`src/rtl/slow_clock_serial_shifter.sv`:
```
// Frames a WIDTH-bit word MSB-first onto SerClk/SerData/SerCs_n, pacing bits by an asynchronous slow clock input.
// Optional: define SHIFTER_PARITY_EN to append an even-parity bit to each frame.
module slow_clock_serial_shifter #(
   parameter int WIDTH = 16
) (
   input  logic             FiftyIn,
   input  logic             Resetn,
   input  logic             SlowClkIn,
   input  logic [WIDTH-1:0] DataIn,
   input  logic             Load,
   output logic             Busy,
   output logic             Done,
   output logic             SerClk,
   output logic             SerData,
   output logic             SerCs_n
);

   localparam int CW = $clog2(WIDTH + 1);
`ifdef SHIFTER_PARITY_EN
   localparam logic [CW-1:0] LAST_CNT  = CW'(WIDTH);
   localparam logic [CW-1:0] DATA_LAST = CW'(WIDTH - 1);
`else
   localparam logic [CW-1:0] LAST_CNT  = CW'(WIDTH - 1);
`endif

   typedef enum logic [1:0] {
      ST_IDLE  = 2'd0,
      ST_ALIGN = 2'd1,
      ST_SHIFT = 2'd2
   } state_t;

`ifdef SHIFTER_PARITY_EN
   function automatic logic even_parity(input logic [WIDTH-1:0] word);
      return ^word;
   endfunction
`endif

   state_t           state_q, state_d;
   logic [WIDTH-1:0] sh_q, sh_d;
   logic [CW-1:0]    cnt_q, cnt_d;
   logic             s0_q, s0_d;
   logic             s1_q, s1_d;
   logic             s2_q, s2_d;
   logic             busy_q, busy_d;
   logic             done_q, done_d;
   logic             ser_clk_q, ser_clk_d;
   logic             ser_data_q, ser_data_d;
   logic             ser_cs_n_q, ser_cs_n_d;
   logic             fall_s;
`ifdef SHIFTER_PARITY_EN
   logic             par_q, par_d;
`endif

   // Only the falling strobe paces the frame; rising edges of the slow clock are ignored.
   assign fall_s = s2_q & ~s1_q;

   // Next-state and output computation for synchronizer, framing FSM and shifter.
   always_comb begin
      s0_d       = SlowClkIn;
      s1_d       = s0_q;
      s2_d       = s1_q;
      state_d    = state_q;
      sh_d       = sh_q;
      cnt_d      = cnt_q;
      busy_d     = busy_q;
      done_d     = 1'b0;
      ser_data_d = ser_data_q;
      ser_cs_n_d = ser_cs_n_q;
`ifdef SHIFTER_PARITY_EN
      par_d      = par_q;
`endif
      if (state_q == ST_SHIFT) begin
         ser_clk_d = s1_q;
      end else begin
         ser_clk_d = 1'b0;
      end

      case (state_q)
         ST_IDLE: begin
            if (Load) begin
               sh_d    = DataIn;
               cnt_d   = {CW{1'b0}};
               busy_d  = 1'b1;
               state_d = ST_ALIGN;
`ifdef SHIFTER_PARITY_EN
               par_d   = even_parity(DataIn);
`endif
            end else begin
               state_d = ST_IDLE;
            end
         end
         ST_ALIGN: begin
            if (fall_s) begin
               ser_cs_n_d = 1'b0;
               ser_data_d = sh_q[WIDTH-1];
               state_d    = ST_SHIFT;
            end else begin
               state_d    = ST_ALIGN;
            end
         end
         ST_SHIFT: begin
            if (fall_s) begin
               if (cnt_q == LAST_CNT) begin
                  ser_cs_n_d = 1'b1;
                  ser_data_d = 1'b0;
                  busy_d     = 1'b0;
                  done_d     = 1'b1;
                  state_d    = ST_IDLE;
               end else begin
                  sh_d  = {sh_q[WIDTH-2:0], 1'b0};
                  cnt_d = cnt_q + CW'(1);
`ifdef SHIFTER_PARITY_EN
                  if (cnt_q == DATA_LAST) begin
                     ser_data_d = par_q;
                  end else begin
                     ser_data_d = sh_q[WIDTH-2];
                  end
`else
                  ser_data_d = sh_q[WIDTH-2];
`endif
               end
            end else begin
               state_d = ST_SHIFT;
            end
         end
         default: begin
            state_d    = ST_IDLE;
            busy_d     = 1'b0;
            ser_cs_n_d = 1'b1;
            ser_data_d = 1'b0;
         end
      endcase
   end

   // State registers with synchronous active-low reset; reset aborts any frame in flight.
   always_ff @(posedge FiftyIn) begin
      if (!Resetn) begin
         state_q    <= ST_IDLE;
         sh_q       <= {WIDTH{1'b0}};
         cnt_q      <= {CW{1'b0}};
         s0_q       <= 1'b0;
         s1_q       <= 1'b0;
         s2_q       <= 1'b0;
         busy_q     <= 1'b0;
         done_q     <= 1'b0;
         ser_clk_q  <= 1'b0;
         ser_data_q <= 1'b0;
         ser_cs_n_q <= 1'b1;
`ifdef SHIFTER_PARITY_EN
         par_q      <= 1'b0;
`endif
      end else begin
         state_q    <= state_d;
         sh_q       <= sh_d;
         cnt_q      <= cnt_d;
         s0_q       <= s0_d;
         s1_q       <= s1_d;
         s2_q       <= s2_d;
         busy_q     <= busy_d;
         done_q     <= done_d;
         ser_clk_q  <= ser_clk_d;
         ser_data_q <= ser_data_d;
         ser_cs_n_q <= ser_cs_n_d;
`ifdef SHIFTER_PARITY_EN
         par_q      <= par_d;
`endif
      end
   end

   assign Busy    = busy_q;
   assign Done    = done_q;
   assign SerClk  = ser_clk_q;
   assign SerData = ser_data_q;
   assign SerCs_n = ser_cs_n_q;

endmodule

```
`config.mk`:
```
export PLATFORM = sky130hd
export DESIGN_NAME = slow_clock_serial_shifter
export DESIGN_NICKNAME = d
export VERILOG_FILES = /design/src/rtl/slow_clock_serial_shifter.sv
export SDC_FILE = /design/constraint.sdc
export NUM_CORES = 1
export LEC_CHECK = 0
export CORE_ASPECT_RATIO = 0.75
export CORE_MARGIN = 2
export CORE_UTILIZATION = 45
export CTS_CLUSTER_SIZE = 20
export DETAILED_ROUTE_END_ITERATION = 10
export PLACE_DENSITY_LB_ADDON = 0.3
export SYNTH_ARGS = -nofsm -noshare
export SYNTH_HDL_FRONTEND = slang
export SYNTH_SLANG_ARGS = --single-unit
```
`constraint.sdc`:
```
create_clock -name FiftyIn -period 2.3 [get_ports FiftyIn]
set_input_delay 0.23 -clock FiftyIn [delete_from_list [all_inputs] [get_ports FiftyIn]]
set_output_delay 0.23 -clock FiftyIn [all_outputs]
set_load 0.02 [all_outputs]
```
# --- Word level (Yosys, flattened, before mapping) ---
# Index checks and enable logic that the tools add are counted.
classes:
  addsub: 1
  n_mul: 0
  div: 0
  magnitude_cmp: 0
  n_eq_ne: 9
  shifts: 0
  n_mux: 26
  n_bitwise: 4
  n_reduce_logical: 8
ops:
  columns: ["cell", "n"]
  rows:
  - ["16-bit two-way mux", 3]
  - ["16-bit one-hot mux with 2 select lines", 1]
  - ["5-bit two-way mux", 3]
  - ["4-bit AND reduction", 3]
  - ["1-bit two-way mux", 11]
  - ["5-bit one-hot mux with 2 select lines", 1]
  - ["1-bit one-hot mux with 3 select lines", 3]
  - ["2-bit != test, second input constant", 4]
  - ["2-bit two-way mux", 3]
  - ["2-bit one-hot mux with 3 select lines", 1]
  - ["3-bit AND reduction", 2]
  - ["5-bit by 1-bit adder with 5-bit output, second input constant", 1]
  - ["5-bit by 4-bit == test with 1-bit output, second input constant", 1]
  - ["3-bit by 2-bit != test with 1-bit output, second input constant", 1]
  - ["1-bit NOT", 3]
  - ["2-bit by 1-bit == test with 1-bit output, second input constant", 1]
  - ["2-bit == test, second input constant", 1]
  - ["2-bit logical NOT", 1]
  - ["2-bit by 1-bit != test with 1-bit output, second input constant", 1]
  - ["2-bit AND reduction", 1]
  - ["2-bit nonzero test", 1]
  - ["1-bit bitwise AND", 1]
totals:
  reg_bits: 31
  latchBits: 0
  ram_bits: 0
  romBits: 0
  input_bits: 20
  word_cells: 59
  mem_count: 0

# --- Logic depth before layout (Yosys ltp) ---
# Gate-level depths: netlist of run 1.
depth:
  depth_word: 4
  depth_mapped: 8
  mapped_depth_nobuf: 7

# --- Least setup slack after synthesis of run 1 ---
# Ideal clock, no wire load.
synth_path:
  path_type: "reg-to-reg"
  from: "register cnt_q[0]"
  to: "register sh_q[10]"
  setup_ns: 0.116
  t_arrival_ns: 1.722
  required_ns: 2.184
  path_slack_ns: 0.462
  path_stages_with_launch: 9
  cell_sequence: "dfxtp_1 > ha_1 > and3_1 > ha_1 > and4bb_4 > o21a_4 > buf_2 > nand2_1 > o211a_1"
synth_between:
  elab_chain_len: 3
synth_rtl:
  columns: ["element", "line_no", "source"]
  rows:
  - ["start, declared", "40", "logic [CW-1:0] cnt_q, cnt_d;"]
  - ["start signal, assigned", "140", "cnt_q <= {CW{1'b0}};"]
  - ["start signal, assigned", "155", "cnt_q <= cnt_d;"]
  - ["5-bit by 4-bit == test with 1-bit output", "103", "if (cnt_q == LAST_CNT) begin"]
  - ["2-bit != test (no line)", null, null]
  - ["4-bit AND reduction (no line)", null, null]
  - ["end signal, assigned", "139", "sh_q <= {WIDTH{1'b0}};"]
  - ["end, declared", "39", "logic [WIDTH-1:0] sh_q, sh_d;"]
# No other way between the ends.
# A chain may end at the register's enable or synchronous reset.

# --- Final worst setup path of run 1 ---
layout_path:
  from: "register cnt_q[0]"
  to: "register sh_q[2]"
# The elaborated chain is that of the path after synthesis.

==> impl_metrics.json, run 1 <==
{
  "grt-ovfl-total": 0,
  "dp_hpwl_um": 2290,
  "final_layout_size_suffix_gt1_share_pct": 9.52,
  "p_total_w": 0.00124,
  "yosysWarnings": 0,
  "rsz0062_at_grt": "false",
  "remaining_drc_errors": 0,
  "viasPerCell": 5.41,
  "diodes": 0,
  "p_int_w": 0.000937,
  "yosysSeqAreaShare_pct": 39.6,
  "path_clk_slew_ps": 60,
  "initialDrtViolationCount": 71,
  "synthSimpleGateAreaFrac_pct": 19.5,
  "nNetsFinal": 215,
  "cts_setup_buffers": 0,
  "drtAntennaViolNets": 0,
  "numCtsBuffers": 5,
  "switchingPower_w": 0.000307,
  "ir_drop_mv": 0.345,
  "ys_seq_elements": 31,
  "worstSkewPairLatency_ps": 290,
  "start_kind": "flop",
  "finalSetupTns_ps": 0,
  "syn_avg_cell_area_sq_um": 9.66,
  "fp.dieArea_sq_um": 3970,
  "mostFrequentLayoutCell": "dfxtp_1",
  "cts.sinks": 31,
  "r2r-start": "cnt_q[0]$_SDFFE_PN0P_",
  "crit_path_max_fanout": 34,
  "area_growth_pct": 23.2,
  "r2r-end": "sh_q[2]$_SDFFE_PN0P_",
  "synth_top_family_by_area": "compound AO/OA/AOI/OAI gates",
  "wl_per_cell_um": 14.2,
  "fin_crit_ps": 2140,
  "critical_path_class": "flop to flop",
  "start_util_pct": 47.3,
  "met2_length_um": 1550,
  "leakage_nw": 0.816,
  "synth_compound_area_share_pct": 20.5,
  "port_buffers": 24,
  "r2r_slack_ps": 160,
  "die_x_um": 72.1,
  "holdPathStages": 1,
  "fin_hold_ws_ps": 436,
  "finClkSkew_ps": 7.70,
  "cts_tree": "built",
  "grt_max_degree": 35,
  "synth_fp_nets": 189,
  "fin_crit_sh_pct": 92.9,
  "worst-r2r-cell-count": 7,
  "synth_cell_types": 43,
  "end_kind": "flop",
  "fp.coreArea_sq_um": 3310,
  "syn_area_sq_um": 1570,
  "io-pin-count": 25,
  "grt_pass1_wl_um": 5150,
  "drt_wl_total_um": 3250,
  "p_per_area_nw_per_um2": 645,
  "status": "finished clean",
  "relSlewSlack_pct": 67.3,
  "max_freq_ghz": 0.468,
  "top_layer_used": "met4",
  "drt_pass1_iterations": 4,
  "root_buffer": "clkbuf_8",
  "slew_viol_final": 0,
  "num_vias": 1239,
  "cp.arrival_ps": 2320,
  "p_clk_share_pct": 38.1,
  "fin_ws_ps": 164,
  "wl_met3_um": 133,
  "maxCapViolCount": 0,
  "tightest_slew_ps": 490,
  "grt_use_total_pct": 17.7,
  "switching_share_pct": 24.7,
  "instances_no_fill": 229,
  "synth_xor_area_share_pct": 0,
  "wl_met1_um": 1560,
  "hold_violations": 0,
  "worstHoldStart": "s0_q$_SDFF_PN0_",
  "synthAdderAreaFrac_pct": 5.60,
  "num_rows": 18,
  "synthMuxAreaShare_pct": 9.59,
  "antenna_found_initial": 0,
  "cts_buffer_depth": 2,
  "setup_viol": 0,
  "grt_pass1_vias": 1147,
  "required_ps": 2490,
  "hold_path_end": "s1_q$_SDFF_PN0_",
  "seq_power_share_pct": 48.1,
  "ctsResizeCount": 0,
  "mostFrequentLayoutCells": "dfxtp_1 (31), clkdlybuf4s50_1 (24), nand2_1 (19)",
  "netlist_instances": 162,
  "p_comb_share_pct": 13.8,
  "htreeDepth": 2,
  "ctsHoldBuffers": 0,
  "die_h_um": 55.1,
  "worstHoldPathType": "flop to flop",
  "place_ws_ps": 187,
  "place.gp.congestion": 0.919,
  "dpl.cell_count": 221
}
## power by group through the flow
stage	combinational, W	clock [W]	sequential (W)
3_5_place_dp	0.000171	0	0.000610
3_3_place_gp	0.000165	0	0.000608
5_1_grt	0.000187	0.000515	0.000603
4_1_cts	0.000172	0.000482	0.000598
6_report	0.000171	0.000474	0.000599
2_1_floorplan	0.000117	0	0.000606
## per-stage QoR
| stage | cell area [sq um] | util [%] |
|---|---|---|
| 6_report | 1930 | 58.2 |
| 5_1_grt | 1930 | 58.2 |
| 4_1_cts | 1930 | 58.2 |
| 3_5_place_dp | 1830 | 55.2 |
| 3_3_place_gp | 1830 | 55.2 |
| 2_1_floorplan | 1570 | - |
## cell type report
cell class / count / area [sq um]
Sequential cell: 31 / 621
Fill cell: 282 / 1380
Multi-Input combinational cell: 116 / 865
Timing Repair Buffer: 28 / 270
Inverter: 6 / 22.5
Tap cell: 40 / 50.0
Clock buffer: 8 / 100
## critical path, stage by stage, from the launching register on
cell	delay [ps]
dfxtp_1	340
ha_1	220
and3_1	210
ha_1	220
and4bb_4	340
o21a_4	370
nor2_1	80
a211oi_1	260
## logic make-up (layout without fill, tap and decap cells)
logic type      count (synthesis)  in the layout
simple gates                   55             55
compound gates                 39             39
flops                          31             31
mux                            15             15
buf+inv                        15             42
fa+ha+maj                       7              7
## synth_stat cells, drive strengths merged
cell,instances,share of area (%)
o211a,11,7.0
o22ai,1,0.40
and3,2,0.80
nand3b,2,0.96
a211o,1,0.56
and2,5,2.0
a22oi,1,0.48
o21a,3,1.9
dfxtp,31,40
a211oi,3,1.8
nor2,10,2.4
ha,7,5.6
a311oi,1,0.96
o31a,1,0.56
buf,7,3.2
a21oi,5,1.6
nor3,2,0.64
and4bb,2,1.8
mux2i,15,9.6
nand2,20,5.3
nor3b,2,0.96
or4b,1,0.64
o21ai,4,1.3
and2b,1,0.48
clkbuf,2,0.48
or3,1,0.40
nand4,1,0.40
a21boi,4,1.9
nand3,2,0.64
a2bb2oi,1,0.56
inv,6,1.4
a31o,1,0.56
o31ai,2,0.96
nand2b,4,2.1
## flip-flops by register name, summed over array words and instances (netlist names)
signal and cells:
state_q 2, cnt_q 5, SerCs_n 1, s1_q 1, Done 1, Busy 1, s0_q 1, SerClk 1
sh_q 16, SerData 1, s2_q 1
## metal layers
metal  GRT usage [%]  vias to the layer above
li1                -                      626
met1            20.7                      590
met2            30.3                       21
met3            7.07                        2
met4            5.66                        0
met5               0                        -
## worst max path at each step
| stage | startpoint | endpoint | slack, ps | cells after the start |
|---|---|---|---|---|
| 2_1_floorplan | cnt_q[0]$_SDFFE_PN0P_ | sh_q[10]$_SDFFE_PN0P_ | 460 | 8 |
| 3_3_place_gp | cnt_q[0]$_SDFFE_PN0P_ | sh_q[15]$_SDFFE_PN0P_ | 300 | 7 |
| 3_5_place_dp | cnt_q[0]$_SDFFE_PN0P_ | sh_q[2]$_SDFFE_PN0P_ | 190 | 7 |
| 4_1_cts | cnt_q[0]$_SDFFE_PN0P_ | sh_q[2]$_SDFFE_PN0P_ | 130 | 7 |
| 5_1_grt | cnt_q[0]$_SDFFE_PN0P_ | sh_q[2]$_SDFFE_PN0P_ | 50 | 7 |
| 6_report | cnt_q[0]$_SDFFE_PN0P_ | sh_q[2]$_SDFFE_PN0P_ | 160 | 7 |
No activity file was read; power rests on OpenSTA's default activity.
==> run 2, diff against run 1 <==
CORE_MARGIN = default   (was 2)
CTS_CLUSTER_DIAMETER = 120   (was default)
==> run 2 against run 1 <==
Global-route usage is 0.12 points higher. Sequential share of layout area is 0.32 points higher. Cell area is 0.97% lower. Maximum frequency is 1.4% higher. Cell count stayed put. Sequential cell count stayed put. Clock-buffer cell count is 1 lower. Setup slack better by 29 ps. Wire length is 6.2% lower. Non-clock buffer count stayed put. Die area is 6.3% lower. Largest power group unchanged.
==> impl_metrics.json, run 2 (synthesis results as in run 1) <==
{
  "status": "finished clean",
  "fp.dieArea_sq_um": 3720,
  "diodes": 0,
  "hold_violations": 0,
  "slew_viol_final": 0,
  "fin_crit_ps": 2110,
  "top_register": "sh_q",
  "finalSetupTns_ps": 0,
  "setup_viol": 0,
  "cts.sinks": 31,
  "final_layout_size_suffix_gt1_share_pct": 8.99,
  "worstHoldPathType": "flop to flop",
  "ir_drop_mv": 0.419,
  "crit_path_max_fanout": 34,
  "ctsHoldBuffers": 0,
  "tightest_slew_ps": 412,
  "mostFrequentLayoutCells": "dfxtp_1 (31), clkdlybuf4s50_1 (24), nand2_1 (19)",
  "die_h_um": 53.1,
  "relSlewSlack_pct": 72.5,
  "rsz0062_at_grt": "false",
  "drt_pass1_iterations": 4,
  "grt_max_degree": 35,
  "io-pin-count": 25,
  "remaining_drc_errors": 0,
  "finClkSkew_ps": 4.57,
  "initialDrtViolationCount": 87,
  "root_buffer": "clkbuf_8",
  "grt_use_total_pct": 17.8,
  "start_kind": "flop",
  "critical_path_class": "flop to flop",
  "mostFrequentLayoutCell": "dfxtp_1",
  "place.gp.congestion": 0.874,
  "fillCellCount": 268,
  "grt_pass1_vias": 1112,
  "port_buffers": 24,
  "cts_buffer_depth": 2,
  "cts_tree": "built",
  "cts_setup_buffers": 0,
  "num_rows": 18,
  "required_ps": 2480,
  "start_util_pct": 47.3,
  "largest_reg_flops": 16,
  "finalInstanceArea_sq_um": 1910,
  "fin_crit_sh_pct": 91.6,
  "place_area_sq_um": 1830,
  "ctsResizeCount": 0,
  "fp.coreArea_sq_um": 3310,
  "maxCapViolCount": 0,
  "num_vias": 1242,
  "max_freq_ghz": 0.475,
  "reg_top3": "sh_q: 16 flops, cnt_q: 5 flops, state_q: 2 flops",
  "grt_pass1_wl_um": 5040,
  "path_clk_slew_ps": 60,
  "grt-ovfl-total": 0,
  "htreeDepth": 2,
  "numCtsBuffers": 5,
  "antenna_found_initial": 0,
  "p_total_w": 0.00117,
  "worstSkewPairLatency_ps": 280,
  "leakage_nw": 0.807,
  "drt_wl_total_um": 3050,
  "die_x_um": 70.1,
  "cp.arrival_ps": 2290,
  "nNetsFinal": 215,
  "end_kind": "flop",
  "p_per_area_nw_per_um2": 613,
  "dp_hpwl_um": 2140,
  "viasPerCell": 5.42,
  "area_growth_pct": 22.0,
  "wl_per_cell_um": 13.3,
  "drtAntennaViolNets": 0
}
run 2: cell count changes in the layout (fill, tap and decap cells not counted), sizes merged:
cell    before  now
clkbuf       8    7
clkinv       0    1
run 2: routing by layer:
layer / share of wire (%) / vias to the layer above / GRT usage (%)
li1: - / 630 / -
met1: 50 / 579 / 22.2
met3: 4.1 / 6 / 5.33
met5: 0 / - / 0
met2: 44 / 27 / 29.3
met4: 1.4 / 0 / 6.67
run 2: where the power goes:
group          total (W)  switching [W]  leakage (nW)  internal (W)
combinational   0.000170      0.0000811         0.510     0.0000889
clock           0.000403       0.000191        0.0422      0.000212
sequential      0.000598      0.0000224         0.255      0.000575
run 2: critical path, cell delays in order (launching register included):
cell	delay, ps
dfxtp_1	350
ha_1	230
and3_1	200
ha_1	200
and4bb_4	340
o21a_4	360
nor2_1	80
a211oi_1	250
run 2: final timing paths:
| check | startpoint | to | slack (ps) | depth (start not counted) |
|---|---|---|---|---|
| worst max-delay path | cnt_q[0]$_SDFFE_PN0P_ | sh_q[2]$_SDFFE_PN0P_ | 190 | 7 |
| worst min-delay path | s0_q$_SDFF_PN0_ | s1_q$_SDFF_PN0_ | 430 | 1 |
| worst max register to register | cnt_q[0]$_SDFFE_PN0P_ | sh_q[2]$_SDFFE_PN0P_ | 190 | 7 |
| worst min register to register | s0_q$_SDFF_PN0_ | s1_q$_SDFF_PN0_ | 430 | 1 |
run 2: final cells by class:
class / count / area [sq um] / area share [%]
Multi-Input combinational cell: 116 / 865 / 45.3
Sequential cell: 31 / 621 / 32.5
Timing Repair Buffer: 28 / 270 / 14.2
Clock buffer: 7 / 76.3 / 4.00
Tap cell: 40 / 50.0 / 2.62
Inverter: 6 / 22.5 / 1.18
Clock inverter: 1 / 5.00 / 0.262
run 2: stage by stage:
| step | cells | setup slack, ps | hold WS [ps] | util (%) |
|---|---|---|---|---|
| floorplan | 162 | 462 | 357 | - |
| CTS | 229 | 204 | 438 | 57.7 |
| global placement | 221 | 296 | 417 | 55.2 |
| detailed placement | 221 | 231 | 423 | 55.2 |
| finish | 229 | 193 | 433 | 57.7 |
| global route | 229 | 74.5 | 456 | 57.7 |
